File: src/rtl/dcache_flush_arbiter_if.sv
// Flush-arbiter bundle: requester handshake, DCache flush handshake and watchdog status.
// The arbiter takes the slave view; the requester/DCache side takes the master view.
interface dcache_flush_arbiter_if #(
  parameter int NUM_REQ   = 4,
  parameter int TIMEOUT_W = 16
);
  logic [NUM_REQ-1:0]   req_i;
  logic [NUM_REQ-1:0]   gnt_o;
  logic [NUM_REQ-1:0]   done_o;
  logic                 flush_dcache_o;
  logic                 flush_dcache_ack_i;
  logic [TIMEOUT_W-1:0] timeout_cycles_i;
  logic                 busy_o;
  logic                 timeout_o;

  modport slave (
    input  req_i, flush_dcache_ack_i, timeout_cycles_i,
    output gnt_o, done_o, flush_dcache_o, busy_o, timeout_o
  );

  modport master (
    output req_i, flush_dcache_ack_i, timeout_cycles_i,
    input  gnt_o, done_o, flush_dcache_o, busy_o, timeout_o
  );
endinterface

File: src/rtl/dcache_flush_arbiter.sv
// Round-robin arbiter sharing one DCache flush handshake among NUM_REQ requesters, with watchdog.
// Define DCACHE_FLUSH_COALESCE_EN to grant all pending requesters together on a single flush.
module dcache_flush_arbiter #(
  parameter int NUM_REQ   = 4,
  parameter int TIMEOUT_W = 16
) (
  input  logic                  clk_i,
  input  logic                  rst_ni,
  input  logic                  clr_i,
  dcache_flush_arbiter_if.slave bus
);

  localparam int IDX_W = (NUM_REQ > 1) ? $clog2(NUM_REQ) : 1;

  typedef enum logic [1:0] {
    IDLE  = 2'd0,
    FLUSH = 2'd1,
    DONE  = 2'd2
  } state_e;

  state_e               state_q, state_d;
  logic [IDX_W-1:0]     rr_q, rr_d;
  logic [NUM_REQ-1:0]   owner_q, owner_d;
  logic [TIMEOUT_W-1:0] wdog_q, wdog_d;
  logic [NUM_REQ-1:0]   gnt_q, gnt_d;
  logic [NUM_REQ-1:0]   done_q, done_d;
  logic                 flush_q, flush_d;
  logic                 timeout_q, timeout_d;
  logic                 wdog_hit;

  // First asserted request scanning from ptr upward with wrap-around.
  function automatic logic [NUM_REQ-1:0] rr_pick(input logic [NUM_REQ-1:0] req,
                                                 input logic [IDX_W-1:0]   ptr);
    logic [NUM_REQ-1:0] onehot;
    logic               found;
    int                 idx;
    onehot = '0;
    found  = 1'b0;
    for (int off = 0; off < NUM_REQ; off++) begin
      idx = (int'(ptr) + off) % NUM_REQ;
      if (!found && req[idx]) begin
        onehot[idx] = 1'b1;
        found       = 1'b1;
      end
    end
    return onehot;
  endfunction

  function automatic logic [IDX_W-1:0] rr_next(input logic [NUM_REQ-1:0] onehot,
                                               input logic [IDX_W-1:0]   ptr);
    logic [IDX_W-1:0] nxt;
    nxt = ptr;
    for (int i = 0; i < NUM_REQ; i++) begin
      if (onehot[i]) nxt = IDX_W'((i + 1) % NUM_REQ);
    end
    return nxt;
  endfunction

  function automatic logic [TIMEOUT_W-1:0] sat_inc(input logic [TIMEOUT_W-1:0] v);
    return (&v) ? v : v + TIMEOUT_W'(1);
  endfunction

  // Limit of zero disables the watchdog; otherwise fire once the count reaches limit-1.
  assign wdog_hit = (bus.timeout_cycles_i != '0) &&
                    (wdog_q == bus.timeout_cycles_i - TIMEOUT_W'(1));

  always_comb begin
    state_d   = state_q;
    rr_d      = rr_q;
    owner_d   = owner_q;
    wdog_d    = wdog_q;
    gnt_d     = '0;
    done_d    = '0;
    flush_d   = flush_q;
    timeout_d = timeout_q;

    case (state_q)
      IDLE: begin
        flush_d = 1'b0;
        if (|bus.req_i) begin
`ifdef DCACHE_FLUSH_COALESCE_EN
          owner_d = bus.req_i;
`else
          owner_d = rr_pick(bus.req_i, rr_q);
          rr_d    = rr_next(owner_d, rr_q);
`endif
          gnt_d     = owner_d;
          flush_d   = 1'b1;
          wdog_d    = '0;
          timeout_d = 1'b0;
          state_d   = FLUSH;
        end
      end

      FLUSH: begin
        flush_d = 1'b1;
        wdog_d  = sat_inc(wdog_q);
        if (wdog_hit) timeout_d = 1'b1;
        if (bus.flush_dcache_ack_i) begin
          flush_d = 1'b0;
          done_d  = owner_q;
          state_d = DONE;
        end
      end

      DONE: begin
        flush_d = 1'b0;
        state_d = IDLE;
      end

      default: begin
        flush_d = 1'b0;
        state_d = IDLE;
      end
    endcase
  end

  // Clear and reset are equivalent; an in-flight flush is abandoned without a done pulse.
  always_ff @(posedge clk_i) begin
    if (!rst_ni || clr_i) begin
      state_q   <= IDLE;
      rr_q      <= '0;
      owner_q   <= '0;
      wdog_q    <= '0;
      gnt_q     <= '0;
      done_q    <= '0;
      flush_q   <= 1'b0;
      timeout_q <= 1'b0;
    end else begin
      state_q   <= state_d;
      rr_q      <= rr_d;
      owner_q   <= owner_d;
      wdog_q    <= wdog_d;
      gnt_q     <= gnt_d;
      done_q    <= done_d;
      flush_q   <= flush_d;
      timeout_q <= timeout_d;
    end
  end

  assign bus.gnt_o          = gnt_q;
  assign bus.done_o         = done_q;
  assign bus.flush_dcache_o = flush_q;
  assign bus.busy_o         = (state_q != IDLE);
  assign bus.timeout_o      = timeout_q;

endmodule

File: src/flat_wrapper.sv
// flat-port wrapper written by rule: the top's interface ports become plain ports
module dcache_flush_arbiter_flat 
#(
  parameter int NUM_REQ   = 4,
  parameter int TIMEOUT_W = 16
)
  (clk_i, rst_ni, clr_i, bus_req_i, bus_flush_dcache_ack_i, bus_timeout_cycles_i, bus_gnt_o, bus_done_o, bus_flush_dcache_o, bus_busy_o, bus_timeout_o);
  dcache_flush_arbiter_if #(.NUM_REQ(NUM_REQ), .TIMEOUT_W(TIMEOUT_W)) bus_i ();
  input  logic clk_i;
  input  logic rst_ni;
  input  logic clr_i;
  input wire logic [$bits(bus_i.req_i)-1:0] bus_req_i;
  input wire logic [$bits(bus_i.flush_dcache_ack_i)-1:0] bus_flush_dcache_ack_i;
  input wire logic [$bits(bus_i.timeout_cycles_i)-1:0] bus_timeout_cycles_i;
  output wire logic [$bits(bus_i.gnt_o)-1:0] bus_gnt_o;
  output wire logic [$bits(bus_i.done_o)-1:0] bus_done_o;
  output wire logic [$bits(bus_i.flush_dcache_o)-1:0] bus_flush_dcache_o;
  output wire logic [$bits(bus_i.busy_o)-1:0] bus_busy_o;
  output wire logic [$bits(bus_i.timeout_o)-1:0] bus_timeout_o;
  assign bus_i.req_i = bus_req_i;
  assign bus_i.flush_dcache_ack_i = bus_flush_dcache_ack_i;
  assign bus_i.timeout_cycles_i = bus_timeout_cycles_i;
  assign bus_gnt_o = bus_i.gnt_o;
  assign bus_done_o = bus_i.done_o;
  assign bus_flush_dcache_o = bus_i.flush_dcache_o;
  assign bus_busy_o = bus_i.busy_o;
  assign bus_timeout_o = bus_i.timeout_o;
  dcache_flush_arbiter #(.NUM_REQ(NUM_REQ), .TIMEOUT_W(TIMEOUT_W)) u_core (.clk_i(clk_i), .rst_ni(rst_ni), .clr_i(clr_i), .bus(bus_i));
endmodule
File: config.mk
export PLATFORM = sky130hd
export DESIGN_NAME = dcache_flush_arbiter_flat
export DESIGN_NICKNAME = d
export VERILOG_FILES = /design/src/rtl/dcache_flush_arbiter_if.sv /design/src/rtl/dcache_flush_arbiter.sv /design/src/flat_wrapper.sv
export SDC_FILE = /design/constraint.sdc
export NUM_CORES = 1
export LEC_CHECK = 0
export ABC_AREA = 1
export BUFFER_PORTS_ARGS = -buffer_cell sky130_fd_sc_hd__buf_2
export CORE_AREA = 5 5 56 108
export CTS_BUF_LIST = sky130_fd_sc_hd__clkbuf_16
export CTS_CLUSTER_SIZE = 10
export DETAILED_ROUTE_END_ITERATION = 12
export DIE_AREA = 0 0 61 113
export PLACE_DENSITY = 0.78
export SYNTH_ARGS = -nofsm -noshare
export SYNTH_HDL_FRONTEND = slang
export SYNTH_SLANG_ARGS = --single-unit
File: constraint.sdc
create_clock -name clk_i -period 2.52 [get_ports clk_i]
set_input_delay 0.252 -clock clk_i [delete_from_list [all_inputs] [get_ports clk_i]]
set_output_delay 0.252 -clock clk_i [all_outputs]
set_load 0.01 [all_outputs]
======== Word-level counts from Yosys, hierarchy flattened ========
Index checks and enable logic that the tools add are counted.
storage, ports and cells
  bits in registers ....................... 34
  output and inout bits ................... 11
  word-level logic and storage cells ...... 123
cells by class
  $add $sub $neg .......................... 5
  $lt $le $gt $ge ......................... 8
  equal/unequal tests ..................... 6
  multiplexer cells ....................... 56
  bitwise gates (word level) .............. 10
  reduce and logical (&&, ||, !) cells .... 30
operator list
  kind                   count
  $mux 4                 12
  $mux 16                2
  $pmux 16 s2            1
  $mux 1                 24
  $add 16x1->16 const B  1
  $eq 16x16->1           1
  $reduce_and 16->1      1
  $reduce_bool 16->1     1
  $sub 16x1->16 const B  1
  $lt 3x4->1 const B     3
  $mux 2                 6
  $or 4x4->4             3
  $ge 3x1->1 const B     3
  $reduce_and 3->1       3
  $bmux 1 s2             4
  $demux 1 s2            4
  $logic_and 1x1->1      8
  $reduce_or 2->1        3
  $reduce_or 3->1        2
  $add 2x2->2 const B    2
  $logic_not 1->1        4
  $ne 2x1->1 const B     2
  $ne 2x2->1 const B     2
  $not 1->1              4
  other kinds (13)       18

======== Longest topological paths before layout ========
Gate-level depths: netlist of run 1.
  depth after elaboration ................. 24
  gate-level depth with buffers ........... 16

======== Worst setup path before layout of run 1 ========
OpenSTA, ideal clock, no wires.
  path kind ............................... register -> register
  start ................................... register u_core.rr_q[1]
  end ..................................... register u_core.rr_q[0]
  setup time .............................. 115 ps
  data arrival time ....................... 1764 ps
  slack ................................... 641 ps
  stages on the path, launching flop included .. 14
  buffers on the path ..................... 0
  clock period less this slack ............ 1879 ps
  cells stage by stage .................... dfxtp_1 -> inv_1 -> ha_1 -> inv_1 -> nand3_1 -> nand2_1 -> nand2_4 -> inv_2 -> nand3_2 -> nand3_2 -> nor2_2 -> nand2_2 -> a21oi_1 -> nor2_1
between the ends
  cells in the longest elaborated chain, start to end .. 23
RTL lines
  element                                              RTL line                     text
  start: declaration                                   dcache_flush_arbiter.sv:22   logic [IDX_W-1:0] rr_q, rr_d;
  start signal: assignment                             dcache_flush_arbiter.sv:131  rr_q <= rr_d;
  branches (longest 17 deep; another with $lt 3x4->1)  -
  $mux 4 *                                             dcache_flush_arbiter.sv:41   if (!found && req[idx]) begin
  $mux 4 *                                             dcache_flush_arbiter.sv:80   if (|bus.req_i) begin
  $mux 4 *                                             dcache_flush_arbiter.sv:77   case (state_q)
  $mux 2 (3 in a row)                                  dcache_flush_arbiter.sv:54   if (onehot[i]) nxt = IDX_W'((i + 1) % NUM_REQ);
Every way passes the cells marked *. The select of a mux whose other input is x is not followed.
A chain may end at the register's enable or synchronous reset.

======== Final worst setup path of run 1 ========
Same ends and word-level chain as after synthesis.

==> metrics list, run 1 <==
- Fmax: between 0.4 and 0.5 GHz
* Global-route wire length before repair: 9.82 mm
- The synthesized netlist occupies a cell area of roughly 0.0024 mm^2.
- Global-route usage over all layers: around a fifth
* Most common library cell in the layout ignoring fill and taps: sky130_fd_sc_hd__nand2_1
- The die is approximately 60 um wide.
- The net count of the finished layout is 420.
- Dividing the detail-routed wire length by the instance count gives between 10 and 15 um.
- During synthesis, Yosys emitted a total of 0 warnings.
- After layout, the worst path uses between 80 and 90% of the clock period.
- Top-level port count: 35
* Synth Register Bits: 34
* CTS clk-pin slew, worst paths: 0.05 ns
* # setup viols final: 0
- Critical Setup Path Class: reg -> reg
- After floorplanning, the core was divided into 37 placement rows.
- Sequential share of the synthesized area: roughly 28%
* Multiplexer fraction of the synthesized cell area: 0%
* Maximum fanout encountered on the critical timing path: 6
- Count of instances resized after the clock tree is built: 0
- Height of the chip: 113 um
- The number of global-route vias before repair is approximately 2400.
* Floorplan core area: between 0.005 and 0.006 mm^2
- Final sum of negative setup slack: 0 ns
- Across the whole layout, storage elements account for 681 um^2.
- Element type at the critical path end: flop
- The first TritonRoute pass finished after 4 iterations.
* DP HPWL: slightly below 5 mm
- Tightest slew margin relative to the limit: 71.1%
- Commonest cells after routing, fill and taps aside: 66 x sky130_fd_sc_hd__nand2_1, 46 x sky130_fd_sc_hd__inv_1, 42 x sky130_fd_sc_hd__nor2_1, 34 x sky130_fd_sc_hd__buf_2, 34 x sky130_fd_sc_hd__dfxtp_1
* Number of hold violations in the final report: 0
- ANT cells: 0
* EDFF count, synth: 0
- Initial core utilization: 47.6%
- The netlist uses between 40 and 50 different library cells.
- The congestion estimate from routability-driven global placement came to ~0.98.
- Maximum buffer depth of the clock tree: 2
- Summed over all layers, the routed wires come to between 5 and 6 mm.
* Run status: completed
- For this design the ratio of total power to cell area is between 700 and 800 mW/mm^2.
* Share of synthesized cell area in full adder, half adder and majority cells: between 3 and 4%
- Between clock sinks in the finished design, the worst skew comes to approximately 0.0037 ns.
- The count of buffers added on input and output ports is 34.
- Combined area of the multi-input logic cells: approximately 0.0015 mm^2
- The detailed router finished its first iteration with between 90 and 100 violations.
- VDD sags by at most ~0.00056 V.
- Once placement completed, the tool counted placed cells totaling 440.
* Critical path data required time: ~2.7 ns
* Die footprint: slightly below 0.007 mm^2
* Post-synthesis instance total: 352
- Number of hold-repair buffers added at the cts stage: 0
- Layout overhead on the synthesized area: 15.5%
- By area, the combinational part of the netlist is dominated by simple AND/OR/NAND/NOR gates.
- CTS placed an instance of sky130_fd_sc_hd__clkbuf_16 at the clock tree root.
- Entering global routing, the biggest net connects 14 pins.
* Fraction of layout instances using a drive strength above 1: 20.8%
- P_leak: 1.27 nW
- Via-per-instance ratio: between 5 and 6
- Simple-gate area share of the yosys netlist: ~40%
- Clock latency on the worst-skew pair, taken at its later pin, is 0.28 ns.
* Post-layout minimum cycle time: 2.17 ns
- For this run, the leading register cell type out of synthesis is sky130_fd_sc_hd__dfxtp_1.
- Across the run, the number of max-cap violations was 0.
- Final ANT Viol Nets: 0
* Number of max-slew violations in the final report: 0
* H-tree level count: 2
* Post-CTS Setup Repair Bufs: 0
* Arrival time worst endpoint: 2.34 ns
- Kind of path behind the tightest hold check: in -> reg
- Synthesized net count: between 300 and 400
- The total overflow left after global routing is 0.
* Average cell area after synthesis: around 6.9 um^2
- Post-synthesis compound-gate area fraction: 8.52%
* Initial antenna violation count: 0
- Drt drc: 0
* Fraction of synthesis flops using an asynchronous set or reset pin: 0%
- TritonCTS clock tree: done
- Inserted Clock Buffers: 5
- Counting every sink on the clock net gives 34.
- Measured slew at the worst slew-check pin: 0.434 ns
- Setup repair after global routing missed its margin: no
- Worst Setup Start Kind: flop
- The layout has just under 500 filler cells.
* Xor/xnor cell area share of the yosys netlist: under 10%
- Number of cells in the finished layout apart from fillers: about 450
- Detailed routing inserted a total of 2371 vias.
[path summary, 6_finish.rpt]
check                           depth (start not counted)  slack [ns]                   start                   end
worst max-delay path                                   15        0.35          u_core.rr_q[1]        u_core.rr_q[0]
worst min-delay path                                    4        0.26  bus_flush_dcache_ack_i     u_core.state_q[0]
worst min register to register                          2        0.44       u_core.owner_q[0]  u_core.bus.done_o[0]
worst max register to register                         15        0.35          u_core.rr_q[1]        u_core.rr_q[0]
[power breakdown]
group / switching (W) / total (W) / internal [W]
Sequential: 0.0000357 / 0.000616 / 0.000580
Clock: 0.000228 / 0.000690 / 0.000462
Combinational: 0.000501 / 0.000763 / 0.000262
Total: 0.000764 / 0.00207 / 0.00130
[cell type report]
| type | instances | share of cell area, % |
|---|---|---|
| multi-input cells | 258 | 53.5 |
| flip-flops and latches | 34 | 24.3 |
| inverters | 56 | 7.60 |
| repair buffers | 34 | 6.08 |
| clock buffers | 5 | 4.47 |
| well taps | 58 | 2.59 |
| clock inverters | 3 | 1.43 |
[critical path, cell delays in order (launching register included)]
cell and delay [ns]:
sky130_fd_sc_hd__dfxtp_1 0.47, sky130_fd_sc_hd__inv_1 0.19, sky130_fd_sc_hd__ha_1 0.37, sky130_fd_sc_hd__inv_1 0.08
sky130_fd_sc_hd__nand3_1 0.09, sky130_fd_sc_hd__nand2_1 0.08, sky130_fd_sc_hd__nand2_4 0.09, sky130_fd_sc_hd__inv_2 0.05
sky130_fd_sc_hd__nand3_1 0.10, sky130_fd_sc_hd__nand2_1 0.08, sky130_fd_sc_hd__nor2_2 0.12, sky130_fd_sc_hd__nand2_1 0.07
sky130_fd_sc_hd__nand2_1 0.08, sky130_fd_sc_hd__nand3_2 0.07, sky130_fd_sc_hd__nand2_1 0.06, sky130_fd_sc_hd__nor2_1 0.04
[synth_stat cells (all sizes together), types with 2 or more instances]
cell	instances	area share [%]
inv	54	8.5
clkinv	2	0.31
dfxtp	34	28
o22ai	5	1.3
or2	6	1.5
xnor2	7	2.5
nand2	76	14
xor2	20	7.2
clkbuf	2	0.41
o21ai	10	2.2
buf	2	0.93
nand3	38	9.9
a21oi	12	2.6
nor2	47	8.2
nand4	8	2.1
a31oi	2	0.52
nor3	12	3.6
ha	7	3.6
[metrics by stage]
| step | instance area [um^2] | total power [W] | util [%] | setup slack (ns) | hold WS, ns |
|---|---|---|---|---|---|
| after global placement | 2630 | 0.00137 | 51.7 | 0.453 | 0.432 |
| final | 2800 | 0.00207 | 55.0 | 0.354 | 0.264 |
| after global routing | 2800 | 0.00219 | 55.0 | 0.119 | 0.299 |
| after CTS | 2800 | 0.00207 | 55.0 | 0.365 | 0.268 |
| after detailed placement | 2630 | 0.00139 | 51.7 | 0.384 | 0.429 |
| after floorplan | 2420 | 0.00122 | - | 0.641 | 0.416 |
[registers in the layout, summed over array words and instances, names as in the netlist]
| register | count |
|---|---|
| u_core.bus.gnt_o | 4 |
| u_core.bus.done_o | 4 |
| u_core.state_q | 2 |
| u_core.owner_q | 4 |
| u_core.rr_q | 2 |
| u_core.bus.flush_dcache_o | 1 |
| u_core.bus.timeout_o | 1 |
| u_core.wdog_q | 16 |
[cells by family after synthesis]
family,Yosys count
AO/OA/AOI/OAI,34
XOR/XNOR,27
adder cells (fa/ha/maj),7
buffers and inverters,60
flip-flops,34
AND/OR/NAND/NOR,190
[metal layers]
layer  up-vias  track usage, %  share of wire, %
met2        59            37.3                60
met5         -               0                 0
met4         0            13.0               4.5
li1       1203               -                 -
met3        20            2.63               3.8
met1      1089            15.6                32
No activity file was read; power rests on OpenSTA's default activity.
==> inputs of run 2 (changes only) <==
Settings changed: CTS_BUF_LIST sky130_fd_sc_hd__clkbuf_16 to sky130_fd_sc_hd__clkbuf_2.
==> run 2 against run 1 <==
Setup slack worse by 0.011 ns. Clock skew rose by 0.016 ns. Global-route usage shrank 0.16 points. Critical path type unchanged. Largest power group unchanged.
==> metrics list, run 2 (same netlist as run 1, synthesis figures left out) <==
- Max FFs per register: 16 (unchanged)
- Net Switching: 0.000734 W (-4.0%)
- The largest clock skew in the final design came to 0.0197 ns (+0.0160 ns).
* Global-route usage over all layers: 18.9% (-0.16 points)
* DP HPWL: 4.85 mm (unchanged)
* Tightest slew margin relative to the limit: 71.2% (+0.095 points)
- Worst Setup Start Kind: flop
- The first-pass iteration count of the detailed router was 5 (+1).
- Kind of path behind the tightest hold check: in -> reg
- The die height is 113 um (unchanged).
- Global-route wire length before repair: 9.75 mm (-0.70%)
- Floorplan core area: 0.00509 mm^2 (unchanged)
* Via-per-instance ratio: 5.27 (-0.39%)
- Vias: 2367 (-0.17%)
- The clock-pin slew on the worst setup and hold paths came to 0.18 ns (+0.13 ns).
- In this run the critical register-to-register path is launched from u_core.rr_q[1].
- Relative to the synthesized area, the layout overhead comes to 11.5%.
- The number of setup violations in the final report was 0 (unchanged).
- Final sum of negative setup slack: 0 ns (unchanged)
- Fraction of layout instances using a drive strength above 1: 20.8% (unchanged)
- The wire length reported by the detailed router is 5.87 mm (-1.0%).
- Avg WL per Cell: 13.1 um (-1.2%)
- Number of hold violations in the final report: 0 (unchanged)
- The data arrival time of the worst path came to 2.50 ns (+0.16 ns).
- The total power was 0.00174 W (-16%).
* Worst Setup SP: u_core.rr_q[1]
- The share of total power in sequential cells was 35.3% (+5.5 points).
- R2R setup slack: 0.34 ns (about the same)
* Endpoint of the worst register-to-register path: u_core.rr_q[0]
- The internal power component was 0.00101 W (-23%).
* Final ANT Viol Nets: 0 (unchanged)
- The share of total power consumed by net switching came to 42.2% (+5.2 points).
- The startpoint identified for the worst hold timing path is bus_flush_dcache_ack_i.
- The number of global-route vias before repair came to 2352 (-0.51%).
* Layout fillers: 507 (+3.9%)
- The worst hold path terminates at u_core.state_q[0].
- Final non-filler cell area: 0.00270 mm^2 (-3.5%)
- Die footprint: 0.00689 mm^2 (unchanged)
* Dpl cells: 440 (unchanged)
* H-tree level count: 2 (unchanged)
- The cell area after placement is 0.00263 mm^2 (unchanged).
- The post-CTS repair timing setup buffer count came to 0 (unchanged).
- The max capacitance violation total is 0 (unchanged).
- Top-level port count: 35 (unchanged)
* Fmax: 0.460 GHz (-0.49%)
- The count of instances resized after the clock tree is built came to 0 (unchanged).
* Element type at the critical path end: flop
* Number of input and output port buffers inserted: 34 (unchanged)
- The slew at the pin with the worst max-slew slack is 0.432 ns (-0.00142 ns).
- Setup repair after global routing missed its margin: no
- VDD IR-drop max: 0.000491 V (-13%)
* Number of instances on the worst hold path: 4 (unchanged)
- The length in cells of the worst reg-to-reg path came to 15 (unchanged).
- P_leak: 1.23 nW (-3.2%)
* Initial antenna violation count: 1 (+1)
- Number of hold-repair buffers added at the cts stage: 0 (unchanged)
* Top reg by flops: u_core.wdog_q
* Final critical-path share of the clock period: 86.4% (+0.42 points)
- The violation count after the first detailed-route iteration was 88 (-4.3%).
* TritonCTS clock tree: done
- Drt drc: 0 (unchanged)
- The global route total overflow was 0 (unchanged).
* Global placer's final weighted congestion: 0.984 (unchanged)
- The maximum number of pins on one net before global-route repair was 14 (unchanged).
* X dimension of the die: 61 um (unchanged)
* Critical path data required time: 2.85 ns (+0.15 ns)
* Commonest cells after routing, fill and taps aside: 66 x sky130_fd_sc_hd__nand2_1, 46 x sky130_fd_sc_hd__inv_1, 42 x sky130_fd_sc_hd__nor2_1, 34 x sky130_fd_sc_hd__buf_2, 34 x sky130_fd_sc_hd__dfxtp_1
* Relative contribution of combinational cells to total power: 44.0% (+7.1 points)
- Leaving out fill and tap cells, the most frequent cell in the layout is sky130_fd_sc_hd__nand2_1.
- The number of core rows was 37 (unchanged).
* Power per cell area: 644 mW/mm^2 (-13%)
* Maximum buffer depth of the clock tree: 2 (unchanged)
* Initial core utilization: 47.6% (unchanged)
- The latest clock arrival within the worst-skew pair is 0.40 ns (+0.12 ns).
- The flow ran to the end, and the final reports show no timing, DRC or antenna violations.
* Critical Setup Path Class: reg -> reg
- Maximum fanout encountered on the critical timing path: 6 (unchanged)
* Relative contribution of the clock network to total power: 20.7% (-13 points)
- The number of max-slew violations in the final report is 0 (unchanged).
- The count of placed standard cells in the final layout, fillers left out came to 449 (+0.22%).
- Count of nets after finishing: 420 (unchanged)
- The time the final worst path needs with I/O delays and setup was 2.18 ns (+0.0106 ns).
- The number of sinks driven by the clock tree was 34 (unchanged).
- Root cell of the clock tree: sky130_fd_sc_hd__clkbuf_2
- The total clock buffers created by CTS was 5 (unchanged).
[run 2: cell count changes in the layout (fill, tap and decap cells not counted)]
| cell | before | now |
|---|---|---|
| sky130_fd_sc_hd__clkbuf_16 | 5 | 0 |
| sky130_fd_sc_hd__clkbuf_2 | 0 | 5 |
| sky130_fd_sc_hd__diode_2 | 0 | 1 |
[run 2: per-layer routing]
layer,vias to the layer above,track usage [%],wire (um)
met1,1087,15.8,1910
met2,57,36.6,3420
met4,0,13.6,310
li1,1200,-,-
met5,-,0,0
met3,23,2.17,230
[run 2: worst max-delay path: stages (launching register included)]
cell and delay (ns):
sky130_fd_sc_hd__dfxtp_1 0.51, sky130_fd_sc_hd__inv_1 0.19, sky130_fd_sc_hd__ha_1 0.37, sky130_fd_sc_hd__inv_1 0.08, sky130_fd_sc_hd__nand3_1 0.09, sky130_fd_sc_hd__nand2_1 0.08, sky130_fd_sc_hd__nand2_4 0.09, sky130_fd_sc_hd__inv_2 0.05
sky130_fd_sc_hd__nand3_1 0.10, sky130_fd_sc_hd__nand2_1 0.08, sky130_fd_sc_hd__nor2_2 0.12, sky130_fd_sc_hd__nand2_1 0.07, sky130_fd_sc_hd__nand2_1 0.08, sky130_fd_sc_hd__nand3_2 0.07, sky130_fd_sc_hd__nand2_1 0.06, sky130_fd_sc_hd__nor2_1 0.04
[run 2: how the worst max path moves through the flow]
stage                                 to  slack (ns)  cells past startpoint
after detailed placement  u_core.rr_q[0]        0.38                     15
after global placement    u_core.rr_q[0]        0.45                     15
after CTS                 u_core.rr_q[0]        0.35                     15
final                     u_core.rr_q[0]        0.34                     15
after global routing      u_core.rr_q[0]        0.10                     13
after floorplan           u_core.rr_q[0]        0.64                     13
[run 2: power groups by stage]
stage                     sequential (W)  clock, W  combinational [W]
after floorplan                 0.000623         0           0.000601
after CTS                       0.000615  0.000367           0.000761
final                           0.000615  0.000360           0.000766
after detailed placement        0.000626         0           0.000760
after global placement          0.000624         0           0.000747
after global routing            0.000621  0.000385           0.000859
[run 2: area by class of cell]
type | instances | area, um^2 | area share [%]
multi-input cells | 258 | 1500 | 55.4
flip-flops and latches | 34 | 681 | 25.2
inverters | 56 | 213 | 7.87
repair buffers | 34 | 170 | 6.30
well taps | 58 | 72.6 | 2.69
clock inverters | 3 | 40.0 | 1.48
clock buffers | 5 | 25.0 | 0.926
diodes | 1 | 2.50 | 0.0926
[run 2: stage by stage]
stage	utilization, %	setup WS (ns)	hold WS (ns)
6_report	53.0	0.344	0.119
5_1_grt	53.0	0.103	0.123
3_3_place_gp	51.7	0.453	0.432
2_1_floorplan	-	0.641	0.416
4_1_cts	53.0	0.351	0.103
3_5_place_dp	51.7	0.384	0.429
==> inputs of run 3 (changes only) <==
Settings changed: PLACE_DENSITY 0.78 to 0.76.
==> run 3 against run 2 <==
Worst hold slack gained 0.030 ns. Sequential power is essentially flat. Non-clock buffer count is the same. Die area is the same. Sequential cell count is the same. Via count shrank 0.17%. Count of clock-buffer cells in the layout is the same. Design area shrank 0.88%. Clock power shrank 30%. Register-to-register slack is essentially flat. Setup slack gained 0.0054 ns. Wire length grew 0.14%. Highest routed layer unchanged.
==> metrics list, run 3 (same netlist as run 1, synthesis figures left out) <==
* Run status: completed
- The via count was 2363 (-0.17%).
- The largest clock skew in the final design came to 0.0267 ns (+0.00708 ns).
- The post-CTS repair timing setup buffer count is 0 (unchanged).
- More flip-flops sit in one register than any other, and that register is u_core.wdog_q.
* CTS clk-pin slew, worst paths: 0.17 ns (about the same)
- Layout fillers: 533 (+5.1%)
- Number of hold-repair buffers added at the cts stage: 0 (unchanged)
- Maximum fanout encountered on the critical timing path: 6 (unchanged)
- The total area of multi-input combinational cells came to 0.00150 mm^2 (unchanged).
- Tightest slew margin relative to the limit: 68.7% (-2.5 points)
- Power per cell area: 612 mW/mm^2 (-5.0%)
- The data arrival time of the worst path came to 2.46 ns (-0.04 ns).
- The final net count was 420 (unchanged).
- Number of cells in the finished layout apart from fillers: 449 (unchanged)
* Post-layout minimum cycle time: 2.17 ns (-0.00536 ns)
- Worst Setup Start Kind: flop
- The global-route wire length before repair came to 9.51 mm (-2.5%).
- VDD IR-drop max: 0.000537 V (+9.3%)
- Commonest cells after routing, fill and taps aside: 66 x sky130_fd_sc_hd__nand2_1, 46 x sky130_fd_sc_hd__inv_1, 42 x sky130_fd_sc_hd__nor2_1, 34 x sky130_fd_sc_hd__buf_2, 34 x sky130_fd_sc_hd__dfxtp_1
- Vias in the first global route: 2342 (-0.43%)
* Maximum number of pins on one net before global-route repair: 14 (unchanged)
- The utilization after layout is 52.6% (-0.47 points).
- Height of the chip: 113 um (unchanged)
- The number of cells after detailed placement came to 440 (unchanged).
- The area growth from synthesis to layout is 10.5%.
- Fmax: 0.461 GHz (+0.25%)
- Element type at the critical path end: flop
- The length in cells of the worst reg-to-reg path was 15 (unchanged).
* Setup repair after global routing missed its margin: no
- The number of remaining DRC errors was 0 (unchanged).
- The placer's final routability congestion estimate came to 0.954 (-3.1%).
- Final critical-path share of the clock period: 86.1% (-0.21 points)
* Maximum buffer depth of the clock tree: 2 (unchanged)
- X dimension of the die: 61 um (unchanged)
- DP HPWL: 4.97 mm (+2.6%)
- Critical Setup Path Class: reg -> reg
* Avg WL per Cell: 13.1 um (+0.14%)
- P_leak: 1.22 nW (-1.3%)
- Number of hold violations in the final report: 0 (unchanged)
* Initial antenna violation count: 1 (unchanged)
* Final ANT Viol Nets: 0 (unchanged)
* Max capacitance violation total: 0 (unchanged)
- Global-route usage over all layers: 18.0% (-0.81 points)
- Root cell of the clock tree: sky130_fd_sc_hd__clkbuf_2
* Clock sink count: 34 (unchanged)
* Via-per-instance ratio: 5.26 (-0.17%)
* Number of instances on the worst hold path: 4 (unchanged)
- Routed Wire Length: 5.88 mm (+0.14%)
- H-tree level count: 2 (unchanged)
* Count of instances resized after the clock tree is built: 0 (unchanged)
- Number of iterations in the first detailed-routing pass: 4 (-1)
- Fraction of layout instances using a drive strength above 1: 20.5% (-0.26 points)
- The violation count after the first detailed-route iteration was 107 (+22%).
- TritonCTS clock tree: done
- The total clock buffers created by CTS came to 5 (unchanged).
* Final sum of negative setup slack: 0 ns (unchanged)
* Initial core utilization: 47.6% (unchanged)
- The total area of sequential cells was 681 um^2 (unchanged).
- Floorplan core area: 0.00509 mm^2 (unchanged)
* Measured slew at the worst slew-check pin: 0.470 ns (+0.0380 ns)
* Source-to-sink clock delay at the later pin of the worst-skew pair: 0.38 ns (-0.02 ns)
- # setup viols final: 0 (unchanged)
- Std-Cell Rows: 37 (unchanged)
* Most common library cell in the layout ignoring fill and taps: sky130_fd_sc_hd__nand2_1
- The floorplan die area came to 0.00689 mm^2 (unchanged).
- Max FFs per register: 16 (unchanged)
- Kind of path behind the tightest hold check: in -> reg
- Total grt overflow: 0 (unchanged)
- The number of max-slew violations in the final report is 0 (unchanged).
* Critical path data required time: 2.81 ns (-0.04 ns)
- Number of input and output port buffers inserted: 34 (unchanged)
- R2R setup slack: 0.35 ns (about the same)
- Top-level port count: 35 (unchanged)
-- run 3: changes by cell type in the layout (fill, tap and decap cells not counted), sizes merged --
cell      delta
clkinvlp     +1
bufinv       -1
-- run 3: layout make-up --
cell class / count / share of cell area [%]
clock inverters: 3 / 0.607
well taps: 58 / 2.71
inverters: 56 / 7.94
repair buffers: 34 / 6.36
clock buffers: 5 / 0.935
flip-flops and latches: 34 / 25.4
multi-input cells: 258 / 55.9
diodes: 1 / 0.0935
-- run 3: path summary, 6_finish.rpt --
| kind | end | start |
|---|---|---|
| max | u_core.rr_q[0] | u_core.rr_q[1] |
| min | u_core.state_q[0] | bus_flush_dcache_ack_i |
| max reg2reg | u_core.rr_q[0] | u_core.rr_q[1] |
| min reg2reg | u_core.bus.done_o[2] | u_core.owner_q[2] |
-- run 3: per-stage QoR --
step	power [W]	hold slack, ns	cell area (um^2)	setup WS [ns]
after floorplan	0.00122	0.416	2420	0.641
after global placement	0.00138	0.432	2630	0.428
after detailed placement	0.00139	0.425	2630	0.358
after CTS	0.00165	0.124	2680	0.335
after global routing	0.00177	0.163	2680	0.122
final	0.00164	0.149	2680	0.349
-- run 3: worst max-delay path, cell delays in order (launching register included) --
cell and delay (ns):
sky130_fd_sc_hd__dfxtp_1 0.50, sky130_fd_sc_hd__inv_1 0.19, sky130_fd_sc_hd__ha_1 0.37, sky130_fd_sc_hd__inv_1 0.08, sky130_fd_sc_hd__nand3_1 0.08, sky130_fd_sc_hd__nand2_1 0.09, sky130_fd_sc_hd__nand2_4 0.09, sky130_fd_sc_hd__inv_2 0.06
sky130_fd_sc_hd__nand3_1 0.09, sky130_fd_sc_hd__nand2_1 0.08, sky130_fd_sc_hd__nor2_2 0.12, sky130_fd_sc_hd__nand2_1 0.07, sky130_fd_sc_hd__nand2_1 0.09, sky130_fd_sc_hd__nand3_2 0.07, sky130_fd_sc_hd__nand2_1 0.06, sky130_fd_sc_hd__nor2_1 0.04
-- run 3: report_power, final --
group | internal [W] | switching [W]
Combinational | 0.000262 | 0.000509
Clock | 0.0000633 | 0.000190
Sequential | 0.000580 | 0.0000345
-- run 3: per-layer routing --
metal | part of all wire [%] | routed length, um | up-vias | global-route usage [%]
li1 | - | - | 1197 | -
met1 | 32 | 1890 | 1089 | 14.3
met2 | 60 | 3530 | 58 | 36.5
met3 | 2.7 | 159 | 19 | 1.71
met4 | 5.1 | 299 | 0 | 12.2
met5 | 0 | 0 | - | 0
